### config.mk
export PLATFORM = sky130hd
export DESIGN_NAME = multiplier_control_flat
export DESIGN_NICKNAME = d
export VERILOG_FILES = /design/src/rtl/multiplier_control_if.sv /design/src/rtl/multiplier_control.sv /design/src/flat_wrapper.sv
export SDC_FILE = /design/constraint.sdc
export NUM_CORES = 1
export LEC_CHECK = 0
export ABC_CLOCK_PERIOD_IN_PS = 2950
export CORE_AREA = 2 2 39 41
export CTS_BUF_LIST = sky130_fd_sc_hd__clkbuf_8
export DETAILED_ROUTE_END_ITERATION = 12
export DIE_AREA = 0 0 41 43
export PLACE_DENSITY = 0.53
export SETUP_SLACK_MARGIN = 0.5
export SLEW_MARGIN = 20
export SYNTH_ARGS = -nofsm -noshare
export SYNTH_HDL_FRONTEND = slang
export SYNTH_SLANG_ARGS = --single-unit
### constraint.sdc
create_clock -name clk -period 2.95 [get_ports clk]
set_clock_uncertainty 0.2 [all_clocks]
set_input_delay 0.59 -clock clk [delete_from_list [all_inputs] [get_ports clk]]
set_output_delay 0.59 -clock clk [all_outputs]
set_load 0.01 [all_outputs]
### src/rtl/multiplier_control_if.sv
// Handshake bundle between the add/shift multiplier controller and its operator/datapath side.
interface multiplier_control_if;
   logic run;
   logic cleara_loadb;
   logic m;
   logic clr_ld;
   logic cleara;
   logic add;
   logic sub;
   logic shift;
   logic busy;
   logic done;

   modport master (
      output run, cleara_loadb, m,
      input  clr_ld, cleara, add, sub, shift, busy, done
   );

   modport slave (
      input  run, cleara_loadb, m,
      output clr_ld, cleara, add, sub, shift, busy, done
   );
endinterface

### src/rtl/multiplier_control.sv
// Sequencer for a signed add/shift multiplier: NUM_BITS add+shift iterations, subtract on the last.
// Optional feature: define MULT_CTRL_AUTOCLEAR_EN to clear A/X at the start of every multiply.
module multiplier_control #(
   parameter int NUM_BITS = 8
) (
   input  logic                 clk,
   input  logic                 reset_n,
   multiplier_control_if.slave  bus
);

   localparam int KW = (NUM_BITS > 2) ? $clog2(NUM_BITS) : 1;
   localparam logic [KW-1:0] K_LAST = KW'(NUM_BITS - 1);

   typedef enum logic [2:0] {IDLE, CLEAR, ADD, SHIFT, HOLD} state_t;

   state_t        state, state_nxt;
   logic [KW-1:0] k, k_nxt;
   logic          run_prev;
   logic          start;

   // run_prev resets high so a Run level held through reset release is not an edge
   always_ff @(posedge clk or negedge reset_n) begin
      if (!reset_n) begin
         state    <= IDLE;
         k        <= '0;
         run_prev <= 1'b1;
      end else begin
         state    <= state_nxt;
         k        <= k_nxt;
         run_prev <= bus.run;
      end
   end

   always_comb begin
      state_nxt    = state;
      k_nxt        = k;
      start        = 1'b0;
      bus.clr_ld   = 1'b0;
      bus.cleara   = 1'b0;
      bus.add      = 1'b0;
      bus.sub      = 1'b0;
      bus.shift    = 1'b0;
      bus.busy     = 1'b0;
      bus.done     = 1'b0;
      case (state)
         IDLE: begin
            start = bus.run & ~run_prev;
            if (start) begin
               k_nxt = '0;
`ifdef MULT_CTRL_AUTOCLEAR_EN
               state_nxt = CLEAR;
`else
               state_nxt = ADD;
`endif
            end else begin
               bus.clr_ld = bus.cleara_loadb;
            end
         end
         CLEAR: begin
`ifdef MULT_CTRL_AUTOCLEAR_EN
            bus.cleara = 1'b1;
`endif
            bus.busy  = 1'b1;
            k_nxt     = '0;
            state_nxt = ADD;
         end
         ADD: begin
            // the top multiplier bit carries negative weight, hence subtract on the last pass
            bus.busy  = 1'b1;
            bus.add   = bus.m & (k != K_LAST);
            bus.sub   = bus.m & (k == K_LAST);
            state_nxt = SHIFT;
         end
         SHIFT: begin
            bus.busy  = 1'b1;
            bus.shift = 1'b1;
            if (k == K_LAST) begin
               state_nxt = HOLD;
            end else begin
               k_nxt     = k + 1'b1;
               state_nxt = ADD;
            end
         end
         HOLD: begin
            bus.done = 1'b1;
            if (!bus.run) state_nxt = IDLE;
         end
         default: state_nxt = IDLE;
      endcase
   end

endmodule

### src/flat_wrapper.sv
// flat-port wrapper written by rule: the top's interface ports become plain ports
module multiplier_control_flat 
#(
   parameter int NUM_BITS = 8
)
  (clk, reset_n, bus_run, bus_cleara_loadb, bus_m, bus_clr_ld, bus_cleara, bus_add, bus_sub, bus_shift, bus_busy, bus_done);
  multiplier_control_if bus_i ();
  input  logic clk;
  input  logic reset_n;
  input wire logic [$bits(bus_i.run)-1:0] bus_run;
  input wire logic [$bits(bus_i.cleara_loadb)-1:0] bus_cleara_loadb;
  input wire logic [$bits(bus_i.m)-1:0] bus_m;
  output wire logic [$bits(bus_i.clr_ld)-1:0] bus_clr_ld;
  output wire logic [$bits(bus_i.cleara)-1:0] bus_cleara;
  output wire logic [$bits(bus_i.add)-1:0] bus_add;
  output wire logic [$bits(bus_i.sub)-1:0] bus_sub;
  output wire logic [$bits(bus_i.shift)-1:0] bus_shift;
  output wire logic [$bits(bus_i.busy)-1:0] bus_busy;
  output wire logic [$bits(bus_i.done)-1:0] bus_done;
  assign bus_i.run = bus_run;
  assign bus_i.cleara_loadb = bus_cleara_loadb;
  assign bus_i.m = bus_m;
  assign bus_clr_ld = bus_i.clr_ld;
  assign bus_cleara = bus_i.cleara;
  assign bus_add = bus_i.add;
  assign bus_sub = bus_i.sub;
  assign bus_shift = bus_i.shift;
  assign bus_busy = bus_i.busy;
  assign bus_done = bus_i.done;
  multiplier_control #(.NUM_BITS(NUM_BITS)) u_core (.clk(clk), .reset_n(reset_n), .bus(bus_i));
endmodule
==> flow_summary.ini <==
[clocking]
clk_pin_slew_ns = 0.04
clockBufferDepth = 2
clk_root_buffer_cell = clkbuf_8
htreeDepth = 1
clkLatencyLatePin_ns = 0.22
cts_sinks = 7
cts_buffers = 3
cts_tree = built
cts_setup_buffers = 0
holdBufCountCts = 0

[timing]
max_freq_mhz = 422.4
drv_slew = 0
layout_setup_ws_ns = 0.5828
min_period_over_period = 0.8024
rsz0062_at_grt = false
finalSetupTns_ns = 0
fin_hold_ws_ns = 0.3228
post-route-min-period_ns = 2.367
hold_violations = 0
setup_viol = 0

[finish]
layout-drive-gt1-share = 0.2449
antenna_cells = 0
layoutNonFillerInstCount = 65
utilization = 0.3996
final_cell_area_sq_um = 553.0
area_growth_pct = 46.84
finalNetCount = 57

[job]
cap_violations = 0

[global_route]
antenna_found_initial = 0
first_global_vias = 295
track_usage = 0.1052
overflow = 0
grt_pass1_wl_um = 1173
grt_start_max_net_pins = 9

[setup_path]
endpoint_kind = output pin
cp_max_fo = 8
rr_worst_depth = 5
reg2reg_slack_ns = 1.18
max_stage_delay_ns = 0.58
crit_chain = and3b_1, clkdlybuf4s50_1
arrival_ns = 1.58
worst-setup-path-type = reg2out
cp.required_ns = 2.16
cp.buffers_inverters = 1
path_delay_family = buffers and inverters
rr_startpoint = u_core.k[0]
rr_endpoint = u_core.k[0]
critical-path-slowest-cell = clkdlybuf4s50_1
start_kind = register

[route]
first_pass_iters = 3
vias_per_cell = 4.569
vias = 297
drtAntennaViolNets = 0
routed_wirelength_um = 729
wire_per_inst_um = 11.22
drc = 0
first_iter_violations = 4

[placement]
gp_congestion = 0.6110
dp_slack_ns = 0.08727
dpl.hpwl_um = 555.6
portBuffers = 10
dp_cells = 61
place_area_sq_um = 484.2

[synth]
synth_top_area_frac = 0.3987
yosysMostFrequentCell = dfrtp_1
synthCells = 37
synth_ff_type = dfrtp_1
synth_top_cell_by_area = dfrtp_1
yosys.cell_types.count = 20
synth_commonest_cells = 6 x dfrtp_1, 4 x nor2_1, 3 x inv_1, 3 x nand2_1
synth_area_leaders = dfrtp_1 40%, dfstp_2 7.0%, ha_1 6.6%, mux2i_1 5.3%, mux2_4 4.0%
synth_warnings = 0
netlist_area_sq_um = 376.6
synth.avg_cell_area_sq_um = 10.18
synth_nets = 44
synth-async-reset-ratio = 1.000
ys_seq_area_frac = 0.4684
synth_enable_flop_cells = 0
synth_seq_cells = 7

[floorplanning]
die-area_sq_um = 1763
core_sq_um = 1384
row_count = 14
die_width_um = 41
pin_count = 12
fp.dieH_um = 43
start_util = 0.2722

[power_and_ir_drop]
total_power_mw = 0.4395
ir_worst_vdd_mv = 0.2942
power_density_nw_per_um2 = 794.6
leakage_nw = 0.2722

[hold_path]
whs_endpoint = u_core.run_prev
holdPathStages = 1
hp-class = in2reg
hold_start = bus_run

[outcome]
outcome = finished, final reports clean
-- routing by layer --
metal	vias to the layer above	wire length, um	track usage	part of all wire
li1	148	-	-	-
met1	140	343	0.1151	0.47
met2	7	344	0.1594	0.47
met5	-	0	0	0
met4	0	4	0.08000	0.0055
met3	2	37	0.03141	0.051
-- worst max path at each step --
stage	from	to	depth (start not counted)
after floorplan	bus_run	bus_clr_ld	3
after global placement	bus_run	bus_clr_ld	5
after detailed placement	bus_run	bus_clr_ld	5
after CTS	bus_run	bus_clr_ld	5
after global routing	u_core.state[1]	bus_shift	2
final	u_core.state[1]	bus_shift	2
-- report_power, final --
| part | total, mW | switching [mW] | internal, mW |
|---|---|---|---|
| clock | 0.131 | 0.0411 | 0.0899 |
| combinational | 0.154 | 0.0666 | 0.0876 |
| sequential | 0.154 | 0.0293 | 0.125 |
-- registers in the layout (all words and copies together), names as in the netlist --
signal / flops
u_core.state: 3
u_core.k: 3
u_core.run_prev: 1
-- area by class of cell --
cell class | instances | area, sq um
clock buffers | 3 | 41.29
inverters | 3 | 11.26
repair buffers | 10 | 101.3
multi-input cells | 25 | 198.9
well taps | 16 | 20.02
flip-flops and latches | 7 | 176.4
fillers | 136 | 830.8
clock inverters | 1 | 3.754
-- placed cells by master, fill, tap and decap left out, types with 2 or more instances in the layout --
cell type        instances
clkdlybuf4s50_1          6
dfrtp_1                  6
inv_1                    4
nor2_1                   4
nand2_1                  3
clkbuf_8                 3
nor3_2                   2
and3_1                   2
mux2i_1                  2
ha_1                     2
dlygate4sd2_1            2
-- cells by family (layout without fill, tap and decap cells) --
logic type | Yosys count | after routing | share of synthesized area
simple gates | 16 | 16 | 0.2226
flops | 7 | 7 | 0.4684
buf+inv | 5 | 17 | 0.06312
compound gates | 3 | 3 | 0.07642
mux | 3 | 3 | 0.09301
fa+ha+maj | 2 | 2 | 0.06643
other cells | 1 | 1 | 0.009957
-- what timing repair did --
action                     4_1_cts  5_1_grt
setup endpoints to repair        3        2
cloned                           0        0
pin swaps                        2        0
resized for setup                9        2
Power figures use the tool's default switching activity.
